--- src/rtl/adc045_pkg.sv ---
// adc045_pkg: shared definitions for the adc045_ctrl sequencer.
// Latency: n/a (types and constants only).
// Backpressure: n/a.
// Contents: sample width, default bring-up/watchdog timing, FSM state
// encodings (exported on the 'state' debug port), counter-width helper.
package adc045_pkg;

  localparam int ADC045_DATA_W = 24;

  // Default timing in adc_clk cycles at 10 MHz.
  localparam int RST_PULSE_CYC_DEF = 1;
  localparam int RST_WAIT_CYC_DEF  = 4000;   // 400 us
  localparam int WREG_WAIT_CYC_DEF = 500;    // 50 us
  localparam int WDOG_CYC_DEF      = 128;    // nominal sample period is 39
  localparam int MAX_RETRY_DEF     = 3;

  // Fixed encodings so the debug port stays stable across builds.
  localparam logic [2:0] IDLE      = 3'd0;
  localparam logic [2:0] RST_PULSE = 3'd1;
  localparam logic [2:0] RST_WAIT  = 3'd2;
  localparam logic [2:0] WREG      = 3'd3;
  localparam logic [2:0] WREG_WAIT = 3'd4;
  localparam logic [2:0] START     = 3'd5;
  localparam logic [2:0] RUN       = 3'd6;
  localparam logic [2:0] FAULT     = 3'd7;

  function automatic int max4(input int a, input int b, input int c, input int d);
    int m;
    m = a;
    if (b > m) m = b;
    if (c > m) m = c;
    if (d > m) m = d;
    return m;
  endfunction

endpackage

--- src/rtl/adc045_ctrl_timer.sv ---
// adc045_ctrl_timer: loadable down-counter, done while the count is zero.
// Latency: load takes effect on the next edge; done is combinational from the count.
// Backpressure: none; counts every cycle and parks at zero.
// Ports: clk, rst_l (async active-low), load/load_val (reload), done (count == 0).
module adc045_ctrl_timer #(
  parameter int W = 13
) (
  input  logic         clk,
  input  logic         rst_l,
  input  logic         load,
  input  logic [W-1:0] load_val,
  output logic         done
);

  logic [W-1:0] cnt;

  always_ff @(posedge clk or negedge rst_l) begin
    if (!rst_l) begin
      cnt <= '0;
    end else if (load) begin
      cnt <= load_val;
    end else if (cnt != '0) begin
      cnt <= cnt - W'(1);
    end
  end

  assign done = (cnt == '0);

endmodule

--- src/rtl/adc045_ctrl.sv ---
// adc045_ctrl: brings up adc045_wrap (reset pulse, reg write, start), forwards samples, watchdog recovery.
// Latency: sample strobe 1 cycle after the ready_sample rising edge; control outputs registered.
// Backpressure: none; samples are strobed out unconditionally, en=0 aborts to IDLE in one cycle.
// Ports: clk, rst_l (async active-low), en, ready_sample, adc045_data[23:0] in;
//        rst_l_adc, hard_wreg, hard_start, smp_valid, smp_data[23:0], state[2:0],
//        fault, restart_cnt[7:0] out.
// Option: define ADC045_CTRL_DECIM_EN to add decim_n[7:0]; only every
//         (decim_n+1)-th capture is then forwarded.
module adc045_ctrl
  import adc045_pkg::*;
#(
  parameter int RST_PULSE_CYC = RST_PULSE_CYC_DEF,
  parameter int RST_WAIT_CYC  = RST_WAIT_CYC_DEF,
  parameter int WREG_WAIT_CYC = WREG_WAIT_CYC_DEF,
  parameter int WDOG_CYC      = WDOG_CYC_DEF,
  parameter int MAX_RETRY     = MAX_RETRY_DEF
) (
  input  logic                     clk,
  input  logic                     rst_l,
  input  logic                     en,
  input  logic                     ready_sample,
  input  logic [ADC045_DATA_W-1:0] adc045_data,
`ifdef ADC045_CTRL_DECIM_EN
  input  logic [7:0]               decim_n,
`endif
  output logic                     rst_l_adc,
  output logic                     hard_wreg,
  output logic                     hard_start,
  output logic                     smp_valid,
  output logic [ADC045_DATA_W-1:0] smp_data,
  output logic [2:0]               state,
  output logic                     fault,
  output logic [7:0]               restart_cnt
);

  localparam int CNT_W = $clog2(max4(RST_PULSE_CYC, RST_WAIT_CYC,
                                     WREG_WAIT_CYC, WDOG_CYC)) + 1;
  localparam logic [7:0] MAX_RETRY_V = 8'(MAX_RETRY);

  logic             ready_q;
  logic             smp_edge;
  logic             capture;
  logic             fwd;
  logic [2:0]       nxt;
  logic             retry_inc;
  logic [7:0]       retry;
  logic             tmr_load;
  logic [CNT_W-1:0] tmr_val;
  logic             tmr_done;

  // Level or pulse on ready_sample both reduce to one rising edge.
  assign smp_edge = ready_sample & ~ready_q;
  assign capture  = en && (state == RUN) && smp_edge;

  always_comb begin
    nxt       = state;
    retry_inc = 1'b0;
    if (!en) begin
      nxt = IDLE;
    end else begin
      case (state)
        IDLE:      nxt = RST_PULSE;
        RST_PULSE: if (tmr_done) nxt = RST_WAIT;
        RST_WAIT:  if (tmr_done) nxt = WREG;
        WREG:      nxt = WREG_WAIT;
        WREG_WAIT: if (tmr_done) nxt = START;
        START:     nxt = RUN;
        RUN: begin
          // A sample arriving on the expiry cycle still counts as alive.
          if (!capture && tmr_done) begin
            if (retry < MAX_RETRY_V) begin
              nxt       = RST_PULSE;
              retry_inc = 1'b1;
            end else begin
              nxt = FAULT;
            end
          end
        end
        FAULT:     nxt = FAULT;
        default:   nxt = IDLE;
      endcase
    end
  end

  // One timer serves every timed state: it is loaded with (duration-1) on
  // state entry, and the watchdog is re-armed on every accepted edge.
  always_comb begin
    tmr_load = (nxt != state) || capture;
    tmr_val  = '0;
    case (nxt)
      RST_PULSE: tmr_val = CNT_W'(RST_PULSE_CYC - 1);
      RST_WAIT:  tmr_val = CNT_W'(RST_WAIT_CYC - 1);
      WREG_WAIT: tmr_val = CNT_W'(WREG_WAIT_CYC - 1);
      RUN:       tmr_val = CNT_W'(WDOG_CYC - 1);
      default:   tmr_val = '0;
    endcase
  end

  adc045_ctrl_timer #(.W(CNT_W)) u_timer (
    .clk      (clk),
    .rst_l    (rst_l),
    .load     (tmr_load),
    .load_val (tmr_val),
    .done     (tmr_done)
  );

`ifdef ADC045_CTRL_DECIM_EN
  logic [7:0] phase;

  assign fwd = capture && (phase == decim_n);

  always_ff @(posedge clk or negedge rst_l) begin
    if (!rst_l) begin
      phase <= '0;
    end else if ((state != RUN) && (nxt == RUN)) begin
      phase <= '0;
    end else if (capture) begin
      phase <= (phase == decim_n) ? 8'd0 : phase + 8'd1;
    end
  end
`else
  assign fwd = capture;
`endif

  // Outputs are decoded from the next state so they line up with 'state'.
  always_ff @(posedge clk or negedge rst_l) begin
    if (!rst_l) begin
      ready_q     <= 1'b0;
      state       <= IDLE;
      rst_l_adc   <= 1'b1;
      hard_wreg   <= 1'b0;
      hard_start  <= 1'b0;
      fault       <= 1'b0;
      smp_valid   <= 1'b0;
      smp_data    <= '0;
      retry       <= '0;
      restart_cnt <= '0;
    end else begin
      ready_q    <= ready_sample;
      state      <= nxt;
      rst_l_adc  <= (nxt != RST_PULSE);
      hard_wreg  <= (nxt == WREG);
      hard_start <= (nxt == START);
      fault      <= (nxt == FAULT);
      smp_valid  <= fwd;
      if (fwd) smp_data <= adc045_data;

      if (!en) begin
        retry       <= '0;
        restart_cnt <= '0;
      end else if (capture) begin
        retry <= '0;
      end else if (retry_inc) begin
        retry <= retry + 8'd1;
        if (restart_cnt != 8'hFF) restart_cnt <= restart_cnt + 8'd1;
      end
    end
  end

endmodule

--- config.mk ---
export PLATFORM = sky130hd
export DESIGN_NAME = adc045_ctrl
export DESIGN_NICKNAME = d
export VERILOG_FILES = /design/src/rtl/adc045_pkg.sv /design/src/rtl/adc045_ctrl_timer.sv /design/src/rtl/adc045_ctrl.sv
export SDC_FILE = /design/constraint.sdc
export NUM_CORES = 1
export LEC_CHECK = 0
export CORE_MARGIN = 1.5
export CORE_UTILIZATION = 35
export DETAILED_ROUTE_END_ITERATION = 7
export DONT_BUFFER_PORTS = 1
export GPL_TIMING_DRIVEN = 0
export PLACE_DENSITY = 0.54
export SLEW_MARGIN = 10
export SYNTH_ARGS = -nofsm -noshare
export SYNTH_HDL_FRONTEND = slang
export SYNTH_SLANG_ARGS = --single-unit
--- constraint.sdc ---
create_clock -name clk -period 2.33 [get_ports clk]
set_input_delay 0.1165 -clock clk [delete_from_list [all_inputs] [get_ports clk]]
set_output_delay 0.1165 -clock clk [all_outputs]
set_load 0.005 [all_outputs]
; ---- Word level (Yosys, flattened, before mapping)
; Cells that the tools add are included.
[totals]
reg_bits = 62
inputBits = 28
elab_cells = 68
[op_classes]
n_addsub = 3
order_cmp = 1
eq_ne = 20
mux = 21
bitwise = 2
n_reduce_logical = 10
[ops]
columns = op, n
row1 = $mux W8, 7
row2 = $pmux W12 S3, 1
row3 = $mux W13, 2
row4 = $eq A3 B3 Y1 const B, 8
row5 = $pmux W3 S8, 1
row6 = $mux W3, 6
row7 = $add A8 B1 Y8 const B, 2
row8 = $logic_not A13 Y1, 1
row9 = $reduce_bool A13 Y1, 1
row10 = $sub A13 B1 Y13 const B, 1
row11 = $eq A3 B2 Y1 const B, 4
row12 = $lt A8 B2 Y1 const B, 1
row13 = $ne A8 B8 Y1 const B, 1
row14 = $ne A3 B1 Y1 const B, 2
row15 = $mux W1, 4
row16 = $ne A2 B1 Y1 const B, 2
row17 = $eq A3 B1 Y1 const B, 1
row18 = $logic_and A1 B1 Y1, 3
row19 = $logic_not A3 Y1, 1
row20 = $ne A3 B3 Y1, 1
row21 = $reduce_and A3 Y1, 1
row22 = $ne A2 B2 Y1 const B, 1
row23 = $reduce_bool A2 Y1, 1
row24 = $and A1 B1 Y1, 1
row25 = other kinds (3), 3

; ---- Depth between registers and ports, before layout
[logic_depth]
word_depth = 11
depth_mapped = 10
ltp_nobuf = 8

; ---- Modules after synthesis
; From an unflattened synthesis, not the netlist that was laid out.
[hier_totals]
hier_cells = 308
hier_area_um2 = 2970.3
[by_module_without_submodules]
columns = module, instances, cells_per_inst, area_each_um2
row1 = adc045_ctrl, 1, 226, 2203.4
row2 = adc045_ctrl_timer, 1, 82, 767.0

; ---- Least setup slack after synthesis
; OpenSTA, ideal clock, no wires.
[synth_path]
path_kind = flip-flop to flip-flop
startpoint = register u_timer.cnt[0]
endpoint = register u_timer.cnt[10]
setup_time_ps = 101
t_arrival_ps = 2018
required_ps = 2229
setup_slack_ps = 211
stages_incl_launch_ff = 11
path_buffers = 2
path_cell_list = dfrtp_1 inv_1 ha_1 nor3b_4 and4b_1 buf_6 nor3_4 a221oi_4 o21ai_2 buf_6 o32ai_1
[synth_via]
elab_chain_len = 8
word_cells_on_any_way = 19
classes_between = add/sub: 1 / eq/ne: 4 / mux: 9 / reduce/logical: 5
[synth_lines]
columns = item, line_no
row1 = from (decl), adc045_ctrl_timer.sv:15  ; logic [W-1:0] cnt;
row2 = from (signal assigned), adc045_ctrl_timer.sv:21  ; cnt <= load_val;
row3 = from (signal assigned), adc045_ctrl_timer.sv:23  ; cnt <= cnt - W'(1);
row4 = $logic_not A13 Y1, adc045_ctrl_timer.sv:27  ; assign done = (cnt == '0);
row5 = $logic_and A1 B1 Y1, adc045_ctrl.sv:70  ; if (!capture && tmr_done) begin
row6 = $mux W3, adc045_ctrl.sv:70
row7 = $pmux W3 S8, adc045_ctrl.sv:61  ; case (state)
row8 = $mux W3, adc045_ctrl.sv:58  ; if (!en) begin
row9 = $eq A3 B3 Y1 (tied with other cells), adc045_ctrl.sv:90  ; case (nxt)
row10 = $pmux W12 S3 / $logic_or A1 B1 Y1 (equally long branches), "adc045_ctrl.sv:90, adc045_ctrl.sv:88"
row11 = $mux W13 / $reduce_bool A2 Y1 (equally long branches), n/a
; Parallel ways exist; a longest one is shown, timed or not. The select of a mux whose other input is x is not followed.
; A chain may end at the register's enable or synchronous reset.

; ---- Worst setup path after layout
[layout_path]
startpoint = register u_timer.cnt[4]
endpoint = register hard_wreg
[layout_via]
elab_chain_len = 6
word_cells_on_any_way = 9
classes_between = eq/ne: 1 / mux: 6 / reduce/logical: 2
[layout_lines]
columns = item, line_no
row1 = $logic_not A13 Y1 *, adc045_ctrl_timer.sv:27
row2 = $logic_and A1 B1 Y1, adc045_ctrl.sv:70
row3 = $mux W3, adc045_ctrl.sv:70
row4 = $pmux W3 S8 *, adc045_ctrl.sv:61
row5 = $mux W3 *, adc045_ctrl.sv:58
row6 = $eq A3 B2 Y1 *, adc045_ctrl.sv:142  ; hard_wreg <= (nxt == WREG);
row7 = to (signal assigned), adc045_ctrl.sv:142
row8 = to (decl), adc045_ctrl.sv:27  ; output logic hard_wreg,
; Every way passes the cells marked *; elsewhere a longest branch is shown, timed or not.

==> metrics.md <==
| Metric | Value |
|---|---|
| Drt wl/cell | 15.8 um |
| Total grt overflow | 0 |
| Syn Area/Cell | 9.64 um2 |
| Core box area | about 8000 um2 |
| Sinks on the clock net | slightly above 60 |
| Commonest non-fill, non-tap cell in the layout | nand2_1 |
| CTS buffer count | 9 |
| Layout Cells excl Fill | around 470 |
| DP Area | 3100 um2 |
| Post-DP HPWL | 4.64 mm |
| Dpl cells | 413 |
| Total wire length | around 7.5 mm |
| Drt drc | 0 |
| VDD IR max | approximately 0.30 mV |
| Final instance area | between 3000 and 4000 um2 |
| Hold WC Path Type | input port to flip-flop |
| Hold slack | 45.2 ps |
| Largest net degree at the start of global routing | 63 |
| Slowest cell on crit path | dfrtp_1 |
| Clk_lat worst skew | about 350 ps |
| Drt initial violations | 102 |
| Final-layout fill cell count | around 760 |
| Yosys reg bits | just over 60 |
| Yosys warns | 0 |
| First-pass GRT wire length | approximately 12 mm |
| PortBufs | 0 |
| Final Hold Vio Count | 0 |
| Status | completed |
| Max H-tree Level | 3 |
| Max incr delay on CP | 460 ps |
| Initial antenna violation count | 0 |
| Design Power | approximately 3.6 mW |
| Net Count, Synth | between 300 and 400 |
| Sequential fraction of the synthesis area | between 50 and 60% |
| Worst slew pin tran | around 660 ps |
| Vias in the first global route | around 2500 |
| Pre-Repair DR Iteration Count | 4 |
| Crit-path max FO | 7 |
| Final core utilization | between 40 and 50% |
| WS Path Type | flip-flop to flip-flop |
| Die span in y | around 95 um |
| Row count | 33 |
| CTS Root Buffer Type | clkbuf_8 |
| Pwr per Cell Area | between 900 and 1000 nW/um2 |
| Fraction of layout cells with a size suffix above 1 | 18.5% |
| Leakage | 1.77 nW |
| GPL Wtd Cong | 0.837 |
| # IOs | between 60 and 70 |
| Crit start category | flip-flop |
| Highest clock rate | around 450 MHz |
| Setup Viol. Count Final | 0 |
| Fin nets | 393 |
| CTS tree | yes |
| Met1 Usage GRT | about a fifth |
| Final ANT Viol Nets | 0 |
| Worst EP required | approximately 2500 ps |
| Reg2Reg Depth | 9 |
| Max Cap Viol | 0 |
| Pre-CTS setup slack | -219 ps |
| Synth cell types | 54 |
| Critical path's most frequent cell | buf_4 |
| Internal reg-to-reg setup slack | between 80 and 90 ps |
| Syn Inst Count | 308 |
| Initial Utilization | 36.1% |
| Die width | approximately 95 um |
| CTS max path bufs | 2 |
| Commonest cells after routing, fill and taps aside | nand2_1 (88), dfrtp_1 (59), dlygate4sd3_1 (26), nor2_1 (17), buf_4 (15) |
| Sequence of cells on the critical path | nor4_4 -> and4b_1 -> buf_6 -> nor3_4 -> a221oi_4 -> buf_4 -> buf_4 -> or2_1 -> a21oi_1 |
| Critical path endpoint category | flip-flop |
| Setup TNS | 0 ps |
| Synthesized cell area | between 2000 and 3000 um2 |
| Max-slew violation count | 0 |
| Antenna Cells | 0 |
| Layout Area Growth over Synthesis | 28.6% |
| Tmin final | roughly 2200 ps |
| Worst hold path cell count | 2 |
| Busiest layer in global routing | met2 |
| Tcrit/Tclk final | a little over nine tenths |
| CTS clk-pin slew, worst paths | ~80 ps |
| Post-route clock skew | 11.5 ps |
| Worst EP arrival | between 2000 and 2500 ps |
| Met3 track utilization from global routing | 6.30% |
| Aggregate global-route resource usage | 17.6% |
| Vias per Instance | 5.21 |
| Fin worst setup slack | roughly 90 ps |
| Slew headroom | between 50% and 60% |
| Met2 Usage GRT | a little over a quarter |
| Die ar. | 9040 um2 |
| Via Count | 2459 |
critical path, delay by kind of cell (launching register included):
family	cells	cell delay [ps]
and+or+nand+nor	4	860
DFF	1	460
buffers and inverters	3	440
AOI/OAI and AO/OA	2	340
power breakdown:
part	leakage, nW	internal, mW	switching (mW)
combinational	0.839	0.706	0.767
sequential	0.847	1.18	0.115
clock	0.0816	0.386	0.461
cell type report:
| cell class | count | area, um2 | share of cell area [%] |
|---|---|---|---|
| clock buffers | 9 | 124 | 3.24 |
| multi-input cells | 221 | 1420 | 37.2 |
| well taps | 105 | 131 | 3.44 |
| repair buffers | 43 | 405 | 10.6 |
| inverters | 8 | 30.0 | 0.787 |
| flip-flops and latches | 62 | 1560 | 40.7 |
| plain buffers | 17 | 103 | 2.69 |
| clock inverters | 7 | 50.0 | 1.31 |
worst paths after layout:
kind	start	endpoint
max reg2reg	u_timer.cnt[4]	hard_wreg
min reg2reg	smp_data[18]	smp_data[18]
max in group asynchronous	rst_l	rst_l_adc
min in group asynchronous	rst_l	retry[5]
max	u_timer.cnt[4]	hard_wreg
min	en	u_timer.cnt[12]
sequential cells by signal (all words and copies together), names as in the netlist:
register,cells
hard_wreg,1
rst_l_adc,1
state,3
hard_start,1
ready_q,1
smp_valid,1
restart_cnt,8
fault,1
u_timer.cnt,13
retry,8
smp_data,24
cells by family after synthesis:
group	share of synthesized area (%)
AND/OR/NAND/NOR	26.4
flip-flops	52.3
adder cells (fa/ha/maj)	1.26
buffers and inverters	4.42
XOR/XNOR	4.42
AO/OA/AOI/OAI	10.2
multiplexers	1.01
cell usage after synthesis, drive strengths merged:
| master | count | area share, % |
|---|---|---|
| a21boi | 1 | 0.25 |
| a21oi | 8 | 1.3 |
| a221oi | 1 | 0.89 |
| a22o | 1 | 0.30 |
| a311oi | 1 | 0.30 |
| a31o | 1 | 0.30 |
| a31oi | 2 | 0.63 |
| and2 | 1 | 0.21 |
| and3 | 7 | 1.5 |
| and4 | 1 | 0.30 |
| and4b | 3 | 1.0 |
| buf | 10 | 2.5 |
| clkbuf | 7 | 0.89 |
| dfrtp | 61 | 51 |
| dfstp | 1 | 0.89 |
| ha | 3 | 1.3 |
| inv | 8 | 1.0 |
| mux2i | 3 | 1.0 |
| nand2 | 88 | 11 |
| nand2b | 2 | 0.42 |
| nand3 | 13 | 2.2 |
| nand4 | 4 | 1.1 |
| nand4b | 1 | 0.30 |
| nor2 | 17 | 2.1 |
| nor2b | 2 | 0.42 |
| nor3 | 3 | 0.89 |
| nor3b | 3 | 1.1 |
| nor4 | 8 | 2.4 |
| o211ai | 2 | 0.51 |
| o21a | 1 | 0.25 |
| o21ai | 7 | 1.3 |
| o22ai | 7 | 1.5 |
| o311ai | 1 | 0.30 |
| o31a | 2 | 0.59 |
| o32ai | 5 | 1.5 |
| o41ai | 1 | 0.30 |
| or2 | 2 | 0.42 |
| or3 | 3 | 0.63 |
| or4 | 1 | 0.25 |
| xnor2 | 13 | 3.8 |
| xor2 | 2 | 0.59 |
metal layers:
layer	routed length (um)	vias up
li1	-	1165
met1	3230	1179
met2	3450	102
met3	633	13
met4	168	0
met5	0	-
repair_timing:
item | in CTS | in global routing
pin swaps | 2 | 0
hold buffers | 27 | 0
setup buffers | 7 | 8
endpoints found under the setup margin | 17 | 41
gates resized for setup | 5 | 19
endpoints found under the hold margin | 87 | 0
gates cloned | 0 | 1
(Power assumes the default switching activity.)
